File: config.mk
export PLATFORM = sky130hd
export DESIGN_NAME = regfile_wb_arbiter_flat
export DESIGN_NICKNAME = d
export VERILOG_FILES = /design/src/rtl/regfile_pkg.sv /design/src/rtl/regfile_wb_arbiter_if.sv /design/src/rtl/regfile_wb_arbiter_rr_arbiter2.sv /design/src/rtl/regfile_wb_arbiter.sv /design/src/flat_wrapper.sv
export SDC_FILE = /design/constraint.sdc
export NUM_CORES = 1
export LEC_CHECK = 0
export ABC_CLOCK_PERIOD_IN_PS = 2600
export BUFFER_PORTS_ARGS = -buffer_cell sky130_fd_sc_hd__buf_2
export CORE_ASPECT_RATIO = 1.75
export CORE_MARGIN = 3
export CORE_UTILIZATION = 35
export CTS_CLUSTER_SIZE = 14
export DETAILED_ROUTE_END_ITERATION = 10
export PLACE_DENSITY = 0.71
export SLEW_MARGIN = 20
export SYNTH_ARGS = -nofsm -noshare
export SYNTH_HDL_FRONTEND = slang
export SYNTH_HIERARCHICAL = 1
export SYNTH_SLANG_ARGS = --single-unit
File: constraint.sdc
create_clock -name clk -period 2.6 [get_ports clk]
set_input_delay 0.39 -clock clk [delete_from_list [all_inputs] [get_ports clk]]
set_output_delay 0.39 -clock clk [all_outputs]
set_load 0.02 [all_outputs]
File: src/rtl/regfile_pkg.sv
// Shared constants and types for the register-file write-back arbiter.
package regfile_pkg;
   localparam int DATA_W = 16;
   localparam int NREG   = 16;
   localparam int ADDR_W = 4;

   typedef enum logic {
      SRC_A = 1'b0,
      SRC_B = 1'b1
   } src_t;
endpackage

File: src/rtl/regfile_wb_arbiter_if.sv
// Bus bundle between the write-back sources / decode (master) and the arbiter (slave).
interface regfile_wb_arbiter_if;
   import regfile_pkg::*;

   logic              a_valid;
   logic              a_ready;
   logic [ADDR_W-1:0] a_reg;
   logic [DATA_W-1:0] a_data;
   logic              b_valid;
   logic              b_ready;
   logic [ADDR_W-1:0] b_reg;
   logic [DATA_W-1:0] b_data;
   logic              issue_valid;
   logic [ADDR_W-1:0] issue_reg;
   logic [ADDR_W-1:0] read_reg1;
   logic [ADDR_W-1:0] read_reg2;
   logic              busy1;
   logic              busy2;
   logic [ADDR_W-1:0] write_reg;
   logic [DATA_W-1:0] write_data;
   logic              reg_write_en;

   modport master (
      output a_valid, a_reg, a_data, b_valid, b_reg, b_data,
             issue_valid, issue_reg, read_reg1, read_reg2,
      input  a_ready, b_ready, busy1, busy2, write_reg, write_data, reg_write_en
   );

   modport slave (
      input  a_valid, a_reg, a_data, b_valid, b_reg, b_data,
             issue_valid, issue_reg, read_reg1, read_reg2,
      output a_ready, b_ready, busy1, busy2, write_reg, write_data, reg_write_en
   );
endinterface

File: src/rtl/regfile_wb_arbiter_rr_arbiter2.sv
// Two-way round-robin arbiter; req/gnt bit 0 is source A, bit 1 is source B.
//   state  | meaning
//   SRC_A  | A won the most recent grant, B has priority on contention
//   SRC_B  | B won the most recent grant (reset), A has priority on contention
module rr_arbiter2
   import regfile_pkg::*;
(
   input  logic       clk,
   input  logic       reset,
   input  logic [1:0] req_i,
   output logic [1:0] gnt_o
);

   src_t last_grant_q, last_grant_d;

   always_ff @(posedge clk or posedge reset) begin
      if (reset) last_grant_q <= SRC_B;
      else       last_grant_q <= last_grant_d;
   end

   always_comb begin
      last_grant_d = last_grant_q;
      if (gnt_o[0])      last_grant_d = SRC_A;
      else if (gnt_o[1]) last_grant_d = SRC_B;
   end

   // Grants are suppressed while reset is held so no transfer is accepted and then lost.
   always_comb begin
      gnt_o = 2'b00;
      if (!reset) begin
         unique case (req_i)
            2'b01:   gnt_o = 2'b01;
            2'b10:   gnt_o = 2'b10;
            2'b11:   gnt_o = (last_grant_q == SRC_A) ? 2'b10 : 2'b01;
            default: gnt_o = 2'b00;
         endcase
      end
   end

endmodule

File: src/rtl/regfile_wb_arbiter.sv
// Shares the regfile write port between sources A and B, registers the write command
// and tracks in-flight destinations in a busy-bit scoreboard for RAW hazard detection.
module regfile_wb_arbiter
   import regfile_pkg::*;
(
   input  logic                clk,
   input  logic                reset,
   regfile_wb_arbiter_if.slave bus
);

   logic [1:0]        gnt;
   logic [ADDR_W-1:0] write_reg_q, write_reg_d;
   logic [DATA_W-1:0] write_data_q, write_data_d;
   logic              wen_q, wen_d;
   logic [NREG-1:0]   busy_q, busy_d;

   rr_arbiter2 u_arb (
      .clk   (clk),
      .reset (reset),
      .req_i ({bus.b_valid, bus.a_valid}),
      .gnt_o (gnt)
   );

   assign bus.a_ready = gnt[0];
   assign bus.b_ready = gnt[1];

   always_comb begin
      write_reg_d  = write_reg_q;
      write_data_d = write_data_q;
      wen_d        = |gnt;
      if (gnt[0]) begin
         write_reg_d  = bus.a_reg;
         write_data_d = bus.a_data;
      end else if (gnt[1]) begin
         write_reg_d  = bus.b_reg;
         write_data_d = bus.b_data;
      end
   end

   // Clear before set so an issue to the register being committed keeps it busy.
   always_comb begin
      busy_d = busy_q;
      if (wen_q)           busy_d[write_reg_q]   = 1'b0;
      if (bus.issue_valid) busy_d[bus.issue_reg] = 1'b1;
   end

   always_ff @(posedge clk or posedge reset) begin
      if (reset) begin
         write_reg_q  <= '0;
         write_data_q <= '0;
         wen_q        <= 1'b0;
         busy_q       <= '0;
      end else begin
         write_reg_q  <= write_reg_d;
         write_data_q <= write_data_d;
         wen_q        <= wen_d;
         busy_q       <= busy_d;
      end
   end

   assign bus.write_reg    = write_reg_q;
   assign bus.write_data   = write_data_q;
   assign bus.reg_write_en = wen_q;
   assign bus.busy1        = busy_q[bus.read_reg1];
   assign bus.busy2        = busy_q[bus.read_reg2];

endmodule

File: src/flat_wrapper.sv
// flat-port wrapper written by rule: the top's interface ports become plain ports
module regfile_wb_arbiter_flat import regfile_pkg::*;
  (clk, reset, bus_a_valid, bus_a_reg, bus_a_data, bus_b_valid, bus_b_reg, bus_b_data, bus_issue_valid, bus_issue_reg, bus_read_reg1, bus_read_reg2, bus_a_ready, bus_b_ready, bus_busy1, bus_busy2, bus_write_reg, bus_write_data, bus_reg_write_en);
  regfile_wb_arbiter_if bus_i ();
  input  logic clk;
  input  logic reset;
  input wire logic [$bits(bus_i.a_valid)-1:0] bus_a_valid;
  input wire logic [$bits(bus_i.a_reg)-1:0] bus_a_reg;
  input wire logic [$bits(bus_i.a_data)-1:0] bus_a_data;
  input wire logic [$bits(bus_i.b_valid)-1:0] bus_b_valid;
  input wire logic [$bits(bus_i.b_reg)-1:0] bus_b_reg;
  input wire logic [$bits(bus_i.b_data)-1:0] bus_b_data;
  input wire logic [$bits(bus_i.issue_valid)-1:0] bus_issue_valid;
  input wire logic [$bits(bus_i.issue_reg)-1:0] bus_issue_reg;
  input wire logic [$bits(bus_i.read_reg1)-1:0] bus_read_reg1;
  input wire logic [$bits(bus_i.read_reg2)-1:0] bus_read_reg2;
  output wire logic [$bits(bus_i.a_ready)-1:0] bus_a_ready;
  output wire logic [$bits(bus_i.b_ready)-1:0] bus_b_ready;
  output wire logic [$bits(bus_i.busy1)-1:0] bus_busy1;
  output wire logic [$bits(bus_i.busy2)-1:0] bus_busy2;
  output wire logic [$bits(bus_i.write_reg)-1:0] bus_write_reg;
  output wire logic [$bits(bus_i.write_data)-1:0] bus_write_data;
  output wire logic [$bits(bus_i.reg_write_en)-1:0] bus_reg_write_en;
  assign bus_i.a_valid = bus_a_valid;
  assign bus_i.a_reg = bus_a_reg;
  assign bus_i.a_data = bus_a_data;
  assign bus_i.b_valid = bus_b_valid;
  assign bus_i.b_reg = bus_b_reg;
  assign bus_i.b_data = bus_b_data;
  assign bus_i.issue_valid = bus_issue_valid;
  assign bus_i.issue_reg = bus_issue_reg;
  assign bus_i.read_reg1 = bus_read_reg1;
  assign bus_i.read_reg2 = bus_read_reg2;
  assign bus_a_ready = bus_i.a_ready;
  assign bus_b_ready = bus_i.b_ready;
  assign bus_busy1 = bus_i.busy1;
  assign bus_busy2 = bus_i.busy2;
  assign bus_write_reg = bus_i.write_reg;
  assign bus_write_data = bus_i.write_data;
  assign bus_reg_write_en = bus_i.reg_write_en;
  regfile_wb_arbiter u_core (.clk(clk), .reset(reset), .bus(bus_i));
endmodule
Word-level counts from Yosys, hierarchy flattened
Index checks and enable logic that the tools add are counted.

Order comparisons: 6. Multiplexer cells: 19. $mul: 0. Eq/ne operators: 3. Div/mod/pow operators: 0. Bitwise operators: 3. Add/sub/neg operators: 0. Shift operators: 0. Reductions and logical operators: 4.

Operator list (count): 2-to-1 mux 16 bit (4); less-than comparator 4 x 5 -> 1 bit, second input constant (4); bitwise AND 16 bit (1); NOT 16 bit (1); bitwise OR 16 bit (1); binary-select mux 1 bit (select 4 bit) (2); demux 1 bit (select 4 bit) (2); greater-or-equal comparator 4 x 1 -> 1 bit, second input constant (2); 2-to-1 mux 4 bit (2); 2-to-1 mux 1 bit (6); case mux 2 bit (3 select lines) (1); equality test 2 bit, second input constant (2); 2-to-1 mux 2 bit (2); equality test 2 x 1 -> 1 bit, second input constant (1); logical AND 1 bit (2); nonzero test 2 bit (1); OR reduction 2 bit (1).

Word-level logic and storage cells: 40. Bits in writable memories: 0. Bits in read-only memories: 0. Input bits: 57. Output and inout bits: 25. Register bits after elaboration: 38. Memories kept: 0. Latch bits: 0.

Logic depth before layout (Yosys ltp)
Gate-level depths: netlist of run 1.

Depth after elaboration: 9. Mapped depth: 6. Mapped depth without buffers: 4.

Cells and area by module
The synthesis of run 1 kept the hierarchy.

By module, submodules not included: regfile_wb_arbiter (instances 1, area each 1895.6 sq um, cells an instance 174, seq. area each 925.9 sq um); rr_arbiter2 (instances 1, area each 71.3 sq um, cells an instance 8, seq. area each 26.3 sq um).

Worst setup path after synthesis of run 1
No wires, ideal clock.

Path kind: input-to-reg. Start point: input port reset. End point: register u_core.write_data_q[1], in the netlist u_core/bus.write_data[1]. Library setup time: 0.133 ns. Arrival time: 1.619 ns. Setup slack: 0.847 ns. Required time: 2.467 ns. Stages: 6. Buffers on the path: 2. Cells stage by stage: nand2b_1 a21oi_1 clkbuf_1 buf_2 mux2i_1 o21ai_0.

Longest elaborated chain between the ends: 2. Elaborated cells on any way between the ends: 3. Classes of those cells: 2 x mux; 1 x reduce/logical.

Ends and longest elaborated chain: start, declared (RTL line flat_wrapper.sv:6) `input logic reset;`; 2-to-1 mux 2 bit (RTL line regfile_wb_arbiter_rr_arbiter2.sv:30) `if (!reset) begin`; named net bus_b_ready (RTL line flat_wrapper.sv:18) `output wire logic [$bits(bus_i.b_ready)-1:0] bus_b_ready;`; nonzero test 2 bit (no source line); end signal, assigned (RTL line regfile_wb_arbiter.sv:55) `write_data_q <= write_data_d;`; end, declared (RTL line regfile_wb_arbiter.sv:13) `logic [DATA_W-1:0] write_data_q, write_data_d;`.

The timed path passes the listed nets, and every way through them passes these cells. A chain may end at the register's enable or synchronous reset.

Final worst setup path of run 1
Start point: register u_core.busy_q[13]. End point: output port bus_busy1.

Longest elaborated chain between the ends: 2.

Ends and longest elaborated chain: start, declared (RTL line regfile_wb_arbiter.sv:15) `logic [NREG-1:0] busy_q, busy_d;`; start signal, assigned (RTL line regfile_wb_arbiter.sv:57) `busy_q <= busy_d;`; binary-select mux 1 bit (select 4 bit) (RTL line regfile_wb_arbiter.sv:64) `assign bus.busy1 = busy_q[bus.read_reg1];`; 2-to-1 mux 1 bit (not written as such) (RTL line regfile_wb_arbiter.sv:64); end, declared (RTL line flat_wrapper.sv:19) `output wire logic [$bits(bus_i.busy1)-1:0] bus_busy1;`.

No other way between the ends. The select of a mux whose other input is x is not followed.

==> metrics.sh, run 1 <==
CRITICAL_PATH.STARTPOINT='u_core/busy_q[13]$_DFF_PP0_'
FIN_CRIT_SH_PCT=76.9
TIMING_WORST_SETUP_PATH_TYPE='flip-flop to output pin'
FINAL_HOLD_VIOL_COUNT=0
UTILIZATION_PCT=47.6
FINAL_MAX_SLEW_VIOL_COUNT=0
CRIT_PATH_MAX_FANOUT=3
YOSYSUNIQUECELLTYPES=27
HOLD_PATH.CLASS='primary input to asynchronous set/reset pin'
DIE-AREA_MM2=0.00659
RUN_STATUS='finished, final reports clean'
POWER_LEAKAGE_nW=1.14
PLACEMENT.IO_BUFFERS=81
TIMING.SETUP.TNS_PS=0
IR_WORST_VDD_mV=0.341
AVGVIACOUNTPERCELL=5.01
CTS.REPAIR.RESIZED=0
DP_HPWL_UM=3950
FIRST_GLOBAL_VIAS=1760
REGTOREGSTARTPOINT='u_core/u_arb/last_grant_q$_DFFE_PP1P_'
CTS_SINKS=38
WORST_SKEW_PAIR.LATE_LATENCY_PS=290
FINAL_CELL_AREA_MM2=0.00254
DP_WORST_SETUP_SLACK_PS=692
GRT_FIRST_PASS_WIRELENGTH_UM=8000
FMAX_GHz=0.500
DIE_WIDTH_UM=62.7
YS_SEQ_AREA_SHARE_PCT=48.4
PLACE.DETAILED.INSTANCES=333
LAYOUT.CELLS.MOST_COMMON_LIST='sky130_fd_sc_hd__buf_2, sky130_fd_sc_hd__o21ai_0, sky130_fd_sc_hd__dfrtp_1'
DETAIL-ROUTE-ANTENNA-NETS=0
INITIAL_CORE_UTIL_PCT=36.8
ROUTED-VIA-COUNT=1702
WORSTPATHARRIVAL_PS=1610
H-TREE-DEPTH=2
CRITPATHCAPTURETYPE='output pin'
ROWS=35
INSERTEDDIODECOUNT=0
YOSYSWARNINGCOUNT=6
SYN-CELL-AREA_MM2=0.00197
DIE-HEIGHT_UM=105
MAX_SLEW.WORST_PIN.SLEW_PS=476
P_PER_AREA_mW_PER_MM2=763
SETUP_REPAIR_AFTER_GLOBAL_ROUTING_MISSED_ITS_MARGIN='no'
DETAIL_ROUTE.WIRELENGTH_UM=4950
GRT_USE_TOTAL_PCT=15.5
MAX-SLEW-MARGIN-REL_PCT=68.3
DRT_ITER0_MARKERS=31
AVGROUTEDWIREPERCELL_UM=14.5
DR.PASS1.ITERS=4
WORST_SETUP_PATH_START_KIND='flip-flop'
FINALWORSTPATHREQUIREDPERIOD_PS=2000
DRIVE_ABOVE_1_SHARE_PCT=38.3
POST_CTS_SETUP_INSERTS=0
GLOBAL_ROUTE_TOTAL_OVERFLOW=0
DPL_CELL_AREA_MM2=0.00246
DETAIL_ROUTE.DRC_VIOLATIONS=0
FIN_TOTAL_PWR_mW=1.94
GPL.FINAL_WEIGHTED_CONGESTION=0.938
FINAL-INSTANCE-COUNT-EXCL-FILL=340
NNETSFINAL=323
ANTENNA_FOUND_INITIAL=0
GRT_START_MAX_NET_PINS=38
FINAL_CRITICAL_PATH_SETUP_SLACK_PS=601
YS_FF_LATCH=38
CTS.CLK_SLEW.WORST_PATHS_PS=70
CAP_VIOL_MAX_COUNT=0
LAYOUT_COMMONEST_CELL='sky130_fd_sc_hd__buf_2'
POSTSYNTHCELLCOUNT=182
FIN_WORST_HOLD_SLACK_PS=130
SETUP_VIOLATIONS=0
CP.REQUIRED_PS=2210
IO_PINS=82
CLOCK-ROOT-BUFFER='sky130_fd_sc_hd__clkbuf_8'
CTS.HOLD.BUFFERS_ADDED=0
SYN_TO_FINAL_GROWTH_PCT=29.3
CTS_INSERTED_BUFFERS=5
CTS_TREE='done'
SYN_AVG_CELL_AREA_UM2=10.8
NFILLCELLS=537
SYNTHESIZED_NET_COUNT=239
FP.COREAREA_MM2=0.00534
WORST_CLOCK_SKEW_PS=11.9
CTS-ROOT-TO-SINK-BUFFERS=2
## logic make-up after synthesis
| group | Yosys count | synth area share, % |
|---|---|---|
| AO/OA/AOI/OAI | 50 | 13.3 |
| buffers and inverters | 12 | 2.54 |
| flip-flops | 38 | 48.4 |
| multiplexers | 35 | 23.7 |
| AND/OR/NAND/NOR | 47 | 12.1 |
## layer usage
metal	global-route usage, %	part of all wire [%]	vias to the layer above
li1	-	-	829
met1	15.2	35	801
met2	30.2	57	60
met3	2.58	5.2	12
met4	7.58	3.2	0
met5	0	0	-
## final timing paths
kind                                                              end  cells past startpoint  slack, ps
min in group clk                u_core/bus.write_data[14]$_DFFE_PP0P_                      3        300
worst min register to register            u_core/busy_q[14]$_DFF_PP0_                      1        540
worst max register to register    u_core/bus.write_reg[2]$_DFFE_PP0P_                      4       1090
worst min-delay path            u_core/u_arb/last_grant_q$_DFFE_PP1P_                      2        130
worst max-delay path                                        bus_busy1                      4        600
max in group asynchronous                  u_core/busy_q[4]$_DFF_PP0_                      3       2020
## where the power goes
group,leakage [nW],internal (mW),switching (mW)
Combinational,0.670,0.305,0.327
Clock,0.0373,0.184,0.198
Sequential,0.437,0.774,0.153
## synth_stat cells (all sizes together)
library cell,instances,area share (%)
dfstp,1,1.3
nor2b,1,0.45
mux2i,27,14
a21oi,1,0.25
nand3b,4,1.5
o21ai,46,12
or2b,2,0.76
a21boi,1,0.38
nand3,4,1.0
clkbuf,5,0.95
or2,3,0.95
buf,2,0.64
a32o,1,0.51
mux4,8,9.9
and3,1,0.32
or4b,1,0.51
dfrtp,37,47
nand2b,3,0.95
nand2,26,5.0
or3b,1,0.45
nor2,1,0.19
o41ai,1,0.45
inv,5,0.95
## final cells by class
type                            instances  area, µm²  share of cell area [%]
Sequential cell                        38        952                    37.4
Multi-Input combinational cell        132        972                    38.2
Clock buffer                            6       72.6                    2.85
Timing Repair Buffer                   84        428                    16.8
Inverter                                5       18.8                   0.738
Clock inverter                          1       7.51                   0.295
Tap cell                               74       92.6                    3.64
## worst max-delay path, cell delays in order, from the launching register on
cell	delay [ps]
sky130_fd_sc_hd__dfrtp_1	400
sky130_fd_sc_hd__mux4_1	500
sky130_fd_sc_hd__mux2i_1	170
sky130_fd_sc_hd__mux2i_1	90
sky130_fd_sc_hd__buf_2	160
Note: power is estimated with default switching activity, not from simulation.
==> run 2, diff against run 1 <==
--- a/config.mk
+++ b/config.mk
@@ -5,7 +5,7 @@
 export SDC_FILE = /design/constraint.sdc
 export NUM_CORES = 1
 export LEC_CHECK = 0
-export ABC_CLOCK_PERIOD_IN_PS = 2600
+export ABC_CLOCK_PERIOD_IN_PS = 2000
 export BUFFER_PORTS_ARGS = -buffer_cell sky130_fd_sc_hd__buf_2
 export CORE_ASPECT_RATIO = 1.75
 export CORE_MARGIN = 3
==> constraint.sdc (replaced) <==
create_clock -name clk -period 2 [get_ports clk]
set_input_delay 0.3 -clock clk [delete_from_list [all_inputs] [get_ports clk]]
set_output_delay 0.3 -clock clk [all_outputs]
set_load 0.02 [all_outputs]
==> metrics.sh, run 2 (synthesized netlist as in run 1, its figures left out) <==
RUN_STATUS='finished, final reports clean'
AVGVIACOUNTPERCELL=4.99
SYN_TO_FINAL_GROWTH_PCT=30.5
H-TREE-DEPTH=2
FMAX_GHz=0.538
LAYOUT.CELLS.MOST_COMMON_LIST='sky130_fd_sc_hd__buf_2, sky130_fd_sc_hd__o21ai_0, sky130_fd_sc_hd__dfrtp_1'
WORST_CLOCK_SKEW_PS=5.11
DRIVE_ABOVE_1_SHARE_PCT=38.7
LAYOUT_COMMONEST_CELL='sky130_fd_sc_hd__buf_2'
DRT_ITER0_MARKERS=29
TIMING_WORST_SETUP_PATH_TYPE='flip-flop to output pin'
DIE-AREA_MM2=0.00659
ROUTED-WL-MET3_UM=267
FINAL_HOLD_VIOL_COUNT=0
DIE-HEIGHT_UM=105
ROUTED-VIA-COUNT=1698
CRIT_PATH_MAX_FANOUT=3
PLACEMENT.IO_BUFFERS=81
NFILLCELLS=529
CP.REQUIRED_PS=1700
MAX_SLEW.WORST_PIN.SLEW_PS=474
WORST_SETUP_PATH_START_KIND='flip-flop'
INSERTEDDIODECOUNT=0
SETUP_VIOLATIONS=0
TIMING.SETUP.TNS_PS=0
CAP_VIOL_MAX_COUNT=0
POST_CTS_SETUP_INSERTS=0
FP.COREAREA_MM2=0.00534
CLOCK-ROOT-BUFFER='sky130_fd_sc_hd__clkbuf_8'
GRT_START_MAX_NET_PINS=38
FINALWORSTPATHREQUIREDPERIOD_PS=1860
NNETSFINAL=324
ANTENNA_FOUND_INITIAL=0
GPL.FINAL_WEIGHTED_CONGESTION=0.804
GRT_FIRST_PASS_WIRELENGTH_UM=7750
DP_HPWL_UM=3790
POWER_LEAKAGE_nW=1.16
UTILIZATION_PCT=48.0
CTS_TREE='done'
IR_WORST_VDD_mV=0.455
CRITPATHCAPTURETYPE='output pin'
MET1_LENGTH_UM=1720
MAX-SLEW-MARGIN-REL_PCT=68.4
SETUP_REPAIR_AFTER_GLOBAL_ROUTING_MISSED_ITS_MARGIN='no'
CTS.CLK_SLEW.WORST_PATHS_PS=70
CTS.REPAIR.RESIZED=0
GRT_USE_TOTAL_PCT=14.8
P_PER_AREA_mW_PER_MM2=976
WORST_SKEW_PAIR.LATE_LATENCY_PS=280
IO_PINS=82
INITIAL_CORE_UTIL_PCT=36.8
DETAIL_ROUTE.DRC_VIOLATIONS=0
ROUTE.MET2.WL_UM=2630
ROWS=35
DPL_CELL_AREA_MM2=0.00248
HOLD_PATH.CLASS='primary input to asynchronous set/reset pin'
WORSTPATHARRIVAL_PS=1560
FIN_CRIT_SH_PCT=93.0
FINAL_CELL_AREA_MM2=0.00257
DR.PASS1.ITERS=4
PLACE.DETAILED.INSTANCES=334
FINAL_MAX_SLEW_VIOL_COUNT=0
CTS.HOLD.BUFFERS_ADDED=0
FINAL-INSTANCE-COUNT-EXCL-FILL=340
DIE_WIDTH_UM=62.7
CTS_SINKS=38
DETAIL-ROUTE-ANTENNA-NETS=0
DETAIL_ROUTE.WIRELENGTH_UM=4740
CTS-ROOT-TO-SINK-BUFFERS=2
AVGROUTEDWIREPERCELL_UM=13.9
GLOBAL_ROUTE_TOTAL_OVERFLOW=0
FIRST_GLOBAL_VIAS=1744
CTS_INSERTED_BUFFERS=5
HIGHEST-SIGNAL-LAYER='met4'
==> run 2: cell count changes in the layout (fill, tap and decap cells not counted) <==
cell                         delta
sky130_fd_sc_hd__buf_12         +1
sky130_fd_sc_hd__clkbuf_1       -1
sky130_fd_sc_hd__clkbuf_8       +1
sky130_fd_sc_hd__clkinvlp_4     -1
==> run 2: routing by layer <==
| metal | track usage, % | vias up |
|---|---|---|
| met3 | 2.90 | 10 |
| met2 | 28.1 | 56 |
| li1 | - | 831 |
| met1 | 15.4 | 801 |
| met4 | 6.32 | 0 |
| met5 | 0 | - |
==> run 2: power breakdown <==
group | switching, mW | internal (mW) | total [mW] | leakage [nW]
clock network | 0.245 | 0.266 | 0.511 | 0.0431
registers | 0.174 | 1.01 | 1.18 | 0.437
logic | 0.414 | 0.400 | 0.814 | 0.679
total | 0.833 | 1.67 | 2.50 | 1.16
==> run 2: critical path, cell delays in order, from the launching register on <==
cell and delay [ps]:
sky130_fd_sc_hd__dfrtp_1 400, sky130_fd_sc_hd__mux4_1 500, sky130_fd_sc_hd__mux2i_1 140, sky130_fd_sc_hd__mux2i_1 80, sky130_fd_sc_hd__buf_2 160
==> run 2: worst paths after layout <==
kind                                                           from                                    end  slack [ps]  cells past startpoint
worst max-delay path                    u_core/busy_q[13]$_DFF_PP0_                              bus_busy2         140                      4
worst min-delay path                                          reset  u_core/u_arb/last_grant_q$_DFFE_PP1P_          50                      2
worst max register to register  u_core/bus.write_reg[3]$_DFFE_PP0P_            u_core/busy_q[14]$_DFF_PP0_         640                      3
worst min register to register           u_core/busy_q[5]$_DFF_PP0_             u_core/busy_q[5]$_DFF_PP0_         530                      2
max in group asynchronous                                     reset            u_core/busy_q[13]$_DFF_PP0_        1510                      3
min in group clk                                       bus_a_reg[0]    u_core/bus.write_reg[0]$_DFFE_PP0P_         230                      3
==> run 2: cell type report <==
cell class	instances	area, µm²	area share, %
repair buffers	85	448	17.5
well taps	74	92.6	3.61
multi-input cells	132	972	37.9
flip-flops and latches	38	952	37.1
inverters	5	18.8	0.731
clock buffers	6	82.6	3.22
==> run 2: stage by stage <==
| step | worst slack, ps | power [mW] | hold WS [ps] |
|---|---|---|---|
| after global placement | 320 | 1.99 | 330 |
| after global routing | 2.53 | 2.69 | 43.5 |
| final | 141 | 2.50 | 50.8 |
| after floorplan | 337 | 1.70 | 190 |
| after detailed placement | 309 | 2.02 | 345 |
| after CTS | 109 | 2.55 | 38.1 |
